==> src/rtl/boss_controller_if.sv <==
// boss_controller_if: VGA pixel query, sprite ROM read and keyed pixel output bus of boss_controller
interface boss_controller_if #(parameter int AW = 10);
    logic [9:0] x;
    logic [8:0] y;
    logic [AW-1:0] rom_addr;
    logic [23:0] rom_q;
    logic boss_pix;
    logic [7:0] boss_r, boss_g, boss_b;
    modport master(input x, y, rom_q, output rom_addr, boss_pix, boss_r, boss_g, boss_b);
    modport slave(output x, y, rom_q, input rom_addr, boss_pix, boss_r, boss_g, boss_b);
endinterface

==> src/rtl/boss_controller.sv <==
// boss_controller: boss life-cycle FSM, bounded 4-mode motion and keyed sprite pixel path; BOSS_HIT_TINT_EN tints INVULN pixels
module boss_controller #(
    parameter int W = 32,
    parameter int H = 32,
    parameter int HP_MAX = 3,
    parameter int X_INIT = 150,
    parameter int Y_INIT = 100,
    parameter int X_MIN = 100,
    parameter int X_MAX = 500,
    parameter int Y_MIN = 50,
    parameter int Y_MAX = 150,
    parameter int STEP = 1,
    parameter int INVULN_FRAMES = 8,
    parameter int DEATH_FRAMES = 16,
    parameter logic [23:0] KEY = 24'hFFFFFF
) (
    input  logic clk,
    input  logic reset,
    boss_controller_if.master bus,
    input  logic frame_tick,
    input  logic boss_active,
    input  logic bullet_hit,
    input  logic [1:0] mode,
    output logic [9:0] boss_x,
    output logic [8:0] boss_y,
    output logic [$clog2(HP_MAX+1)-1:0] hp,
    output logic boss_hit,
    output logic boss_dead
);
    localparam int AW = $clog2(W * H);
    localparam int HW = $clog2(HP_MAX + 1);
    localparam int TW = $clog2((INVULN_FRAMES > DEATH_FRAMES ? INVULN_FRAMES : DEATH_FRAMES) + 1);
    typedef enum logic [2:0] {IDLE, ALIVE, INVULN, DYING, DEAD} state_t;
    state_t state, state_n;
    logic [HW-1:0] hp_n;
    logic [TW-1:0] timer, timer_n;
    logic [9:0] x_n;
    logic [8:0] y_n;
    logic dir_x, dir_y, dir_x_n, dir_y_n, dead_n;
    logic blink, bullet_hit_q, in_box, in_box_q, visible, pix;
    logic hit_edge, accept, tick_on, moving, x_act, y_act;
    logic [11:0] bx, by, x_fwd, x_bck, y_fwd, y_bck;
    logic x_over, x_under, y_over, y_under;
    logic [23:0] colour;
    assign hit_edge = bullet_hit & ~bullet_hit_q;
    assign accept = hit_edge & boss_active & (state == ALIVE);
    assign tick_on = frame_tick & boss_active;
    assign moving = tick_on & (state == ALIVE || state == INVULN);
    assign y_act = moving & ~mode[0];
    assign x_act = moving & (mode[0] ^ mode[1]);
    assign bx = 12'(boss_x);
    assign by = 12'(boss_y);
    assign x_fwd = bx + 12'(STEP);
    assign x_bck = bx - 12'(STEP);
    assign y_fwd = by + 12'(STEP);
    assign y_bck = by - 12'(STEP);
    // Underflow is avoided by testing the current position against MIN+STEP
    assign x_over = x_fwd > 12'(X_MAX);
    assign x_under = bx < 12'(X_MIN + STEP);
    assign y_over = y_fwd > 12'(Y_MAX);
    assign y_under = by < 12'(Y_MIN + STEP);
    always_comb begin
        state_n = state;
        hp_n = hp;
        timer_n = timer;
        dead_n = boss_dead;
        x_n = x_act ? 10'(dir_x ? (x_over ? 12'(X_MAX) : x_fwd) : (x_under ? 12'(X_MIN) : x_bck)) : boss_x;
        y_n = y_act ? 9'(dir_y ? (y_over ? 12'(Y_MAX) : y_fwd) : (y_under ? 12'(Y_MIN) : y_bck)) : boss_y;
        dir_x_n = x_act ? (dir_x ? ~x_over : x_under) : dir_x;
        dir_y_n = y_act ? (dir_y ? ~y_over : y_under) : dir_y;
        case (state)
            IDLE: state_n = boss_active ? ALIVE : IDLE;
            ALIVE: if (accept) begin
                hp_n = hp - 1'b1;
                state_n = (hp == HW'(1)) ? DYING : INVULN;
                timer_n = (hp == HW'(1)) ? TW'(DEATH_FRAMES) : TW'(INVULN_FRAMES);
            end
            INVULN: if (tick_on) begin
                timer_n = timer - 1'b1;
                state_n = (timer == TW'(1)) ? ALIVE : INVULN;
            end
            DYING: if (tick_on) begin
                timer_n = timer - 1'b1;
                state_n = (timer == TW'(1)) ? DEAD : DYING;
                dead_n = timer == TW'(1);
            end
            default: ;
        endcase
    end
    always_ff @(posedge clk or posedge reset) begin
        if (reset) begin
            state <= IDLE;
            hp <= HW'(HP_MAX);
            timer <= '0;
            boss_x <= 10'(X_INIT);
            boss_y <= 9'(Y_INIT);
            dir_x <= 1'b1;
            dir_y <= 1'b1;
            blink <= 1'b0;
            bullet_hit_q <= 1'b0;
            boss_hit <= 1'b0;
            boss_dead <= 1'b0;
            in_box_q <= 1'b0;
        end else begin
            state <= state_n;
            hp <= hp_n;
            timer <= timer_n;
            boss_x <= x_n;
            boss_y <= y_n;
            dir_x <= dir_x_n;
            dir_y <= dir_y_n;
            blink <= blink ^ frame_tick;
            bullet_hit_q <= bullet_hit;
            boss_hit <= accept;
            boss_dead <= dead_n;
            in_box_q <= in_box;
        end
    end
    assign in_box = ({2'b0, bus.x} >= bx) && ({2'b0, bus.x} < bx + 12'(W)) &&
                    ({3'b0, bus.y} >= by) && ({3'b0, bus.y} < by + 12'(H));
    assign bus.rom_addr = (AW'(bus.y) - AW'(boss_y)) * AW'(W) + AW'(bus.x) - AW'(boss_x);
    // DYING blinks: the sprite shows only on even frame parity
    assign visible = boss_active & (state == ALIVE || state == INVULN || (state == DYING && !blink));
    assign pix = in_box_q & visible & (bus.rom_q != KEY);
`ifdef BOSS_HIT_TINT_EN
    assign colour = !pix ? 24'h000000 : (state == INVULN && blink) ? 24'hFF2020 : bus.rom_q;
`else
    assign colour = pix ? bus.rom_q : 24'h000000;
`endif
    assign bus.boss_pix = pix;
    assign {bus.boss_r, bus.boss_g, bus.boss_b} = colour;
endmodule

==> src/flat_wrapper.sv <==
// flat-port wrapper written by rule: the top's interface ports become plain ports
module boss_controller_flat 
#(
    parameter int W = 32,
    parameter int H = 32,
    parameter int HP_MAX = 3,
    parameter int X_INIT = 150,
    parameter int Y_INIT = 100,
    parameter int X_MIN = 100,
    parameter int X_MAX = 500,
    parameter int Y_MIN = 50,
    parameter int Y_MAX = 150,
    parameter int STEP = 1,
    parameter int INVULN_FRAMES = 8,
    parameter int DEATH_FRAMES = 16,
    parameter logic [23:0] KEY = 24'hFFFFFF
)
  (clk, reset, frame_tick, boss_active, bullet_hit, mode, boss_x, boss_y, hp, boss_hit, boss_dead, bus_x, bus_y, bus_rom_q, bus_rom_addr, bus_boss_pix, bus_boss_r, bus_boss_g, bus_boss_b);
  boss_controller_if #(.AW(10)) bus_i ();
  input  logic clk;
  input  logic reset;
  input  logic frame_tick;
  input  logic boss_active;
  input  logic bullet_hit;
  input  logic [1:0] mode;
  output logic [9:0] boss_x;
  output logic [8:0] boss_y;
  output logic [$clog2(HP_MAX+1)-1:0] hp;
  output logic boss_hit;
  output logic boss_dead;
  input wire logic [$bits(bus_i.x)-1:0] bus_x;
  input wire logic [$bits(bus_i.y)-1:0] bus_y;
  input wire logic [$bits(bus_i.rom_q)-1:0] bus_rom_q;
  output wire logic [$bits(bus_i.rom_addr)-1:0] bus_rom_addr;
  output wire logic [$bits(bus_i.boss_pix)-1:0] bus_boss_pix;
  output wire logic [$bits(bus_i.boss_r)-1:0] bus_boss_r;
  output wire logic [$bits(bus_i.boss_g)-1:0] bus_boss_g;
  output wire logic [$bits(bus_i.boss_b)-1:0] bus_boss_b;
  assign bus_i.x = bus_x;
  assign bus_i.y = bus_y;
  assign bus_i.rom_q = bus_rom_q;
  assign bus_rom_addr = bus_i.rom_addr;
  assign bus_boss_pix = bus_i.boss_pix;
  assign bus_boss_r = bus_i.boss_r;
  assign bus_boss_g = bus_i.boss_g;
  assign bus_boss_b = bus_i.boss_b;
  boss_controller #(.W(W), .H(H), .HP_MAX(HP_MAX), .X_INIT(X_INIT), .Y_INIT(Y_INIT), .X_MIN(X_MIN), .X_MAX(X_MAX), .Y_MIN(Y_MIN), .Y_MAX(Y_MAX), .STEP(STEP), .INVULN_FRAMES(INVULN_FRAMES), .DEATH_FRAMES(DEATH_FRAMES), .KEY(KEY)) u_core (.clk(clk), .reset(reset), .bus(bus_i), .frame_tick(frame_tick), .boss_active(boss_active), .bullet_hit(bullet_hit), .mode(mode), .boss_x(boss_x), .boss_y(boss_y), .hp(hp), .boss_hit(boss_hit), .boss_dead(boss_dead));
endmodule
==> config.mk <==
export PLATFORM = sky130hd
export DESIGN_NAME = boss_controller_flat
export DESIGN_NICKNAME = d
export VERILOG_FILES = /design/src/rtl/boss_controller_if.sv /design/src/rtl/boss_controller.sv /design/src/flat_wrapper.sv
export SDC_FILE = /design/constraint.sdc
export NUM_CORES = 1
export LEC_CHECK = 0
export CAP_MARGIN = 0
export CORE_MARGIN = 2
export CORE_UTILIZATION = 51
export DETAILED_ROUTE_END_ITERATION = 7
export GPL_TIMING_DRIVEN = 0
export PLACE_DENSITY = 0.83
export SKIP_LAST_GASP = 1
export SYNTH_ARGS = -nofsm -noshare
export SYNTH_HDL_FRONTEND = slang
export SYNTH_SLANG_ARGS = --single-unit
==> constraint.sdc <==
create_clock -name clk -period 7.4 [get_ports clk]
set_clock_uncertainty 0.1 [all_clocks]
set_input_delay 2.22 -clock clk [delete_from_list [all_inputs] [get_ports clk]]
set_output_delay 2.22 -clock clk [all_outputs]
set_load 0.02 [all_outputs]
Word-level counts from Yosys, hierarchy flattened --
Cells that the tools add are included.
Word-level totals: bits in registers 36, output and inout bits 58, logic and storage cells 93, input port bits 50
Operators by class: bitwise logic cells 16, magnitude comparators 8, reductions and logical operators 15, add/sub/neg operators 11, equal/unequal tests 10, mux-type cells 21
Operators by type and width (count):
- $mux W10 | 3
- $mux W9 | 3
- $mux W24 | 1
- $ne A24 B24 Y1 const B | 1
- $mux W5 | 3
- $lt A10 B12 Y1 | 1
- $mux W3 | 4
- $pmux W3 S4 | 1
- $add A10 B1 Y11 const B | 1
- $add A10 B6 Y11 const B | 1
- $gt A11 B9 Y1 const B | 1
- $add A10 B10 Y10 | 1
- $add A9 B1 Y10 const B | 1
- $add A9 B6 Y10 const B | 1
- $and A1 B1 Y1 | 10
- $ge A10 B10 Y1 | 1
- $gt A10 B8 Y1 const B | 1
- $lt A10 B7 Y1 const B | 1
- $lt A9 B10 Y1 | 1
- $pmux W5 S2 | 1
- $sub A10 B1 Y10 const B | 1
- $sub A10 B10 Y10 | 1
- $ge A9 B9 Y1 | 1
- $lt A9 B6 Y1 const B | 1
- 23 further kinds | 39

Depth between registers and ports, before layout --
Gate-level depths: netlist of the first run.
depth in word-level cells 7, mapped depth 11, depth with buffers taken out 11

Worst setup path before layout of the first run --
No wires, ideal clock.
kind input to output, start point input port bus_y[0], end point output port bus_rom_addr[9], stages on the path 11, slack 457 ps, buffers on the path 0, data required time 5080 ps, arrival time 4623 ps, cells stage by stage inv_1 -> ha_1 -> inv_1 -> fa_1 -> xor2_1 -> fa_1 -> ha_1 -> or2_2 -> a21oi_1 -> a21oi_1 -> xnor2_1
Between the ends: longest elaborated chain between the ends 3
Ends and longest elaborated chain:
- start, declared | RTL line flat_wrapper.sv:32 | input wire logic [$bits(bus_i.y)-1:0] bus_y;
- $sub A5 B5 Y5 | RTL line boss_controller.sv:121 | assign bus.rom_addr = (AW'(bus.y) - AW'(boss_y)) * AW'(W) + AW'(bus.x) - AW'(boss_x);
- $add A10 B10 Y10 | RTL line boss_controller.sv:121
- $sub A10 B10 Y10 | RTL line boss_controller.sv:121
- end, declared | RTL line flat_wrapper.sv:34 | output wire logic [$bits(bus_i.rom_addr)-1:0] bus_rom_addr;
Every way passes these cells.

Worst setup path in the final report of the first run --
start point input port bus_x[2], end point output port bus_rom_addr[6]
Between the ends: longest elaborated chain between the ends 2
Ends and longest elaborated chain:
- start, declared | RTL line flat_wrapper.sv:31 | input wire logic [$bits(bus_i.x)-1:0] bus_x;
- $add A10 B10 Y10 | RTL line boss_controller.sv:121
- $sub A10 B10 Y10 | RTL line boss_controller.sv:121
Every way passes these cells.

==> impl_metrics.tcl, run 1 <==
set metrics [dict create \
    grt_pass1_vias 4345 \
    holdPathStages 1 \
    final-max-slew-violation-count 0 \
    fin_nets 742 \
    dr.first_iter.drc_count 250 \
    gr-total-overflow 0 \
    finalHoldViolCount 0 \
    worstMarginPinSlew_ps 851.3 \
    rsz0062_at_grt "no" \
    num_rows 33 \
    hold_path_end "u_core.blink" \
    clockBufferDepth 2 \
    grt_pass1_wl_microns 20230 \
    finalSetupTns_ps 0 \
    hold_class "reg2reg" \
    cts_tree "built" \
    cts_max_level 2 \
    leakagePower_uw 0.002339 \
    io_pins 108 \
    rrSetupSlack_ps 4600 \
    p_sw_uw 891.5 \
    initial_core_util_pct 52.40 \
    postRouteAntennaNets 0 \
    slew_headroom_pct 42.45 \
    avgSynthCellArea_sq_um 8.239 \
    die-area_sq_mm 0.009149 \
    diodes 0 \
    top_usage_layer "met2" \
    cap_violations 0 \
    use_met2_pct 49.59 \
    holdWs_ps 378.4 \
    cp_data_required_time_ps 5080 \
    critPathMaxFanout 3 \
    wirelength_microns 12500 \
    cts_sinks 36 \
    cp-start-kind "primary input" \
    grt_use_met3_pct 3.399 \
    min_from "u_core.blink" \
    peakVddDrop_uv 278.3 \
    die_y_microns 95.65 \
    routabilityCongestion 0.9379 \
    crit_type "in2out" \
    powerDensity_mw_per_mm2 332.1 \
    seq_power_share_pct 18.2 \
    intPower_uw 983.5 \
    synth-seq-cells 36 \
    viasPerCell 6.019 \
    swShare_pct 47.55 \
    synthCells 520 \
    finalSetupViolations 0 \
    synthArstFlopShare_pct 100.0 \
    ys.flop_type "dfrtp_1" \
    clock_latency_ps 310 \
    run_status "finished clean" \
    io_buffers 107 \
    route.detailed.drc 0 \
    final_cell_mix "103 x clkdlybuf4s50_1, 47 x ha_1, 36 x a21oi_1" \
    clkTransAtPathRegs_ps 70 \
    r2r_cells 9 \
    endpoint_kind "primary output" \
    area_growth_pct 31.78 \
    synth_edf_count 0 \
    r2r_end "u_core.boss_x[6]" \
    cts-root-buf "clkbuf_8" \
    num_vias 4460 \
    drive_gt1_share_pct 10.85 \
    grt_max_degree 37 \
    comb_power_share_pct 71.9 \
    ys_seq_area_share_pct 21.35 \
    yosysWarnings 0 \
    hold_buffers 0 \
    post_drt_wl_per_cell_microns 16.87 \
    track_usage_pct 27.70 \
    final_common_cell "clkdlybuf4s50_1" \
    die_x_microns 95.65 \
    finalCritPeriodShare_pct 97.08 \
    fmax_ghz 0.1392 \
    utilization_pct 69.05 \
    syn-cell-area_sq_mm 0.004284 \
    grt_use_met1_pct 34.38 \
    power.share.clock_pct 9.9 \
    drtPass1Iterations 5 \
    r2r-start "u_core.boss_x[1]" \
    grt_antenna_before_repair 0 \
    fin_crit_ps 7184 \
    syn-num-nets 627 \
    cts_made_buffers 5 \
    coreArea_sq_mm 0.008175 \
    ys_types 77 \
    hpwlAfterDp_microns 9740 \
    crit_arrival_ps 4860 \
]
cell type report:
cell class / instances / area (sq um)
Buffer: 23 / 122.6
Clock buffer: 5 / 68.82
Clock inverter: 3 / 42.54
Fill cell: 682 / 2530
Inverter: 39 / 148.9
Multi-Input combinational cell: 422 / 3142
Sequential cell: 36 / 914.6
Tap cell: 105 / 131.4
Timing Repair Buffer: 108 / 1075
kinds of logic after synthesis:
group                    share of synthesized area (%)
AND/OR/NAND/NOR                                  24.59
multiplexers                                     1.343
AO/OA/AOI/OAI                                    22.58
flip-flops                                       21.35
XOR/XNOR                                         5.929
adder cells (fa/ha/maj)                          17.87
buffers and inverters                            6.337
cells in the mapped netlist (all sizes together) (6+ instances only):
cell type	instances	area (sq um)
dfrtp	25	625.6
clkbuf	8	30.03
buf	15	92.58
nand2b	8	50.05
a21oi	38	193.9
xnor2	23	201.4
nand2	33	123.9
xor2	6	52.55
inv	38	145.1
or3	8	50.05
fa	7	140.1
dfstp	11	289.0
nor2	24	92.59
nand4	12	75.07
and2	29	183.9
nor3	18	95.09
a21o	7	52.55
nor2b	8	50.05
ha	50	625.6
o211ai	10	88.83
nand3	26	130.1
nor4	6	37.54
o21ai	31	155.1
metal layers:
metal  share of wire [%]  routed length (microns)
met1                  41                     5100
met2                  51                     6356
met3                 6.2                      777
met4                 2.1                      264
met5                   0                        0
repair_timing:
item	4_1_cts	5_1_grt
pin swaps	0	8
hold endpoints to repair	0	0
resized for setup	8	16
buffers inserted	0	1
setup endpoints to repair	3	4
critical path, cell delays in order:
cell             delay [ps]
clkdlybuf4s50_1         400
ha_1                    350
ha_1                    320
a21o_1                  160
a21oi_1                 240
nor2b_1                  80
o21a_1                  190
nor2_1                  130
xnor2_1                 140
clkdlybuf4s50_1         630
worst max-delay path by stage:
stage | startpoint | to | slack [ps] | cells after the start
final | bus_x[2] | bus_rom_addr[6] | 220 | 10
after global routing | bus_x[2] | bus_rom_addr[6] | 40 | 10
after CTS | bus_y[0] | bus_rom_addr[9] | -170 | 13
after detailed placement | bus_y[0] | bus_rom_addr[9] | -470 | 13
after global placement | bus_y[0] | bus_rom_addr[9] | -420 | 13
after floorplan | bus_y[0] | bus_rom_addr[9] | 460 | 11
sequential cells by signal, indices dropped and copies added, names as in the netlist, 2 cells and up:
register       count
u_core.boss_x     10
u_core.boss_y      9
u_core.hp          2
u_core.state       3
u_core.timer       5
stage by stage:
step	setup slack (ps)	cell area (sq um)	instances	total power (uW)
floorplan	456.8	4284	520	1190
global placement	-423.3	5487	732	1598
detailed placement	-469.1	5487	732	1640
CTS	-168.9	5592	740	1793
global route	37.83	5645	741	2015
finish	215.7	5645	741	1875
power groups by stage:
stage | registers [uW] | logic [uW] | clock network [uW]
finish | 342 | 1350 | 185
global route | 351 | 1470 | 193
CTS | 340 | 1270 | 186
detailed placement | 343 | 1300 | 0
global placement | 339 | 1260 | 0
floorplan | 364 | 826 | 0
Power figures use the tool's default switching activity.
==> run 2, diff against run 1 <==
--- a/config.mk
+++ b/config.mk
@@ -11,6 +11,7 @@
 export DETAILED_ROUTE_END_ITERATION = 7
 export GPL_TIMING_DRIVEN = 0
 export PLACE_DENSITY = 0.83
+export SKIP_CTS_REPAIR_TIMING = 1
 export SKIP_LAST_GASP = 1
 export SYNTH_ARGS = -nofsm -noshare
 export SYNTH_HDL_FRONTEND = slang
==> run 2 against run 1 <==
Compared with the run above: global-route usage is essentially flat; highest routed layer unchanged; first-iteration DRC count grew 2.4%; final area shrank 0.13%; register-to-register slack gained 20 ps; final cell count is the same; routed wire length is essentially flat; non-clock buffer count is the same.
==> impl_metrics.tcl, run 2 (synthesized netlist as in run 1, its figures left out) <==
set metrics [dict create \
    run_status "finished clean" \
    largest-register "u_core.boss_x" \
    fin_nets 742 \
    hpwlAfterDp_microns 9740 \
    die_y_microns 95.65 \
    cts_tree "built" \
    finalHoldViolCount 0 \
    slew_headroom_pct 42.02 \
    route.detailed.drc 0 \
    grt_pass1_vias 4339 \
    powerDensity_mw_per_mm2 328.9 \
    cp_data_required_time_ps 5080 \
    largest_reg_flops 10 \
    post_drt_wl_per_cell_microns 16.86 \
    die_x_microns 95.65 \
    viasPerCell 5.984 \
    crit_chain "clkdlybuf4s50_1 > fa_2 > xor2_2 > fa_1 > ha_2 > or2_2 > a21oi_1 > a21oi_1 > xnor2_1 > dlymetal6s2s_1" \
    track_usage_pct 27.68 \
    final_cell_mix "103 x clkdlybuf4s50_1, 47 x ha_1, 37 x a21oi_1" \
    rrSetupSlack_ps 4620 \
    final-max-slew-violation-count 0 \
    dr.first_iter.drc_count 256 \
    path_common_cell "a21oi_1" \
    clock_latency_ps 310 \
    r2r_cells 9 \
    crit_arrival_ps 4860 \
    leakagePower_uw 0.002352 \
    postRouteAntennaNets 0 \
    peakVddDrop_uv 275.9 \
    crit_path_max_incr_delay_ps 490 \
    drive_gt1_share_pct 10.53 \
    r2r-start "u_core.boss_x[1]" \
    min_from "u_core.blink" \
    crit_type "in2out" \
    clkTransAtPathRegs_ps 70 \
    top_regs "u_core.boss_x (10), u_core.boss_y (9), u_core.timer (5)" \
    drtPass1Iterations 5 \
    fin_crit_ps 7184 \
    finalSetupViolations 0 \
    endpoint_kind "primary output" \
    diodes 0 \
    cp-start-kind "primary input" \
    cts_made_buffers 5 \
    cap_violations 0 \
    final_area_sq_mm 0.005638 \
    fill_cells 681 \
    critPathMaxFanout 2 \
    cts_max_level 2 \
    num_vias 4434 \
    coreArea_sq_mm 0.008175 \
    io_buffers 107 \
    holdWs_ps 378.5 \
    grt_pass1_wl_microns 20220 \
    grt_max_degree 37 \
    dp.cells 732 \
    worstMarginPinSlew_ps 857.6 \
    slowest_stage "fa_1" \
    hold_class "reg2reg" \
    final_common_cell "clkdlybuf4s50_1" \
    wirelength_microns 12490 \
    rsz0062_at_grt "no" \
    finalSetupTns_ps 0 \
    fmax_ghz 0.1392 \
    r2r_end "u_core.boss_x[6]" \
    io_pins 108 \
    holdPathStages 1 \
    dpl_cell_area_sq_mm 0.005487 \
    grt_antenna_before_repair 0 \
    num_rows 33 \
    instances_no_fill 741 \
    hold_path_end "u_core.blink" \
    area_growth_pct 31.60 \
    cts-root-buf "clkbuf_8" \
    power.total_uw 1854 \
    routabilityCongestion 0.9379 \
    gr-total-overflow 0 \
    finalCritPeriodShare_pct 97.08 \
    die-area_sq_mm 0.009149 \
    cts_sinks 36 \
    clockBufferDepth 2 \
    initial_core_util_pct 52.40 \
]
## run 2: cell types whose count changed in the layout (fill, tap and decap cells not counted), sizes merged
cell,before,now
dlygate4sd2,1,0
dlymetal6s2s,1,3
buf,18,17
## run 2: worst max path at each step
stage	slack, ps	endpoint	cells past startpoint	start
global route	40	bus_rom_addr[6]	10	bus_x[2]
CTS	-470	bus_rom_addr[9]	13	bus_y[0]
detailed placement	-470	bus_rom_addr[9]	13	bus_y[0]
finish	220	bus_rom_addr[9]	10	bus_y[1]
global placement	-420	bus_rom_addr[9]	13	bus_y[0]
floorplan	460	bus_rom_addr[9]	11	bus_y[0]
## run 2: area by class of cell
| cell class | count | area, sq um | share of cell area, % |
|---|---|---|---|
| clock buffers | 5 | 68.82 | 1.221 |
| clock inverters | 3 | 42.54 | 0.7545 |
| inverters | 39 | 148.9 | 2.641 |
| plain buffers | 23 | 122.6 | 2.175 |
| repair buffers | 108 | 1084 | 19.22 |
| multi-input cells | 422 | 3126 | 55.44 |
| flip-flops and latches | 36 | 914.6 | 16.22 |
| well taps | 105 | 131.4 | 2.330 |
## run 2: metal layers
metal / GRT usage [%] / routed length (microns) / vias to the layer above
met3: 3.399 / 619 / 30
met5: 0 / 0 / -
met1: 34.38 / 5224 / 2119
met4: 8.929 / 263 / 0
li1: - / - / 2132
met2: 49.53 / 6382 / 153
## run 2: metrics by stage
step	setup WS (ps)	utilization [%]
after detailed placement	-469.1	67.11
after CTS	-469.7	68.47
after global routing	37.83	68.96
after global placement	-423.3	67.11
final	216.4	68.96
after floorplan	456.8	-
## run 2: power by group
part / total [uW] / switching, uW / internal (uW)
sequential: 343 / 76.1 / 267
combinational: 1330 / 718 / 608
clock: 185 / 85.1 / 99.9
## run 2: critical path, delay by kind of cell
| kind | cells | cell delay (ps) |
|---|---|---|
| AO/OA/AOI/OAI | 2 | 210 |
| AND/OR/NAND/NOR | 1 | 290 |
| adder cells (fa/ha/maj) | 3 | 1160 |
| buffers and inverters | 2 | 690 |
| XOR/XNOR | 2 | 300 |
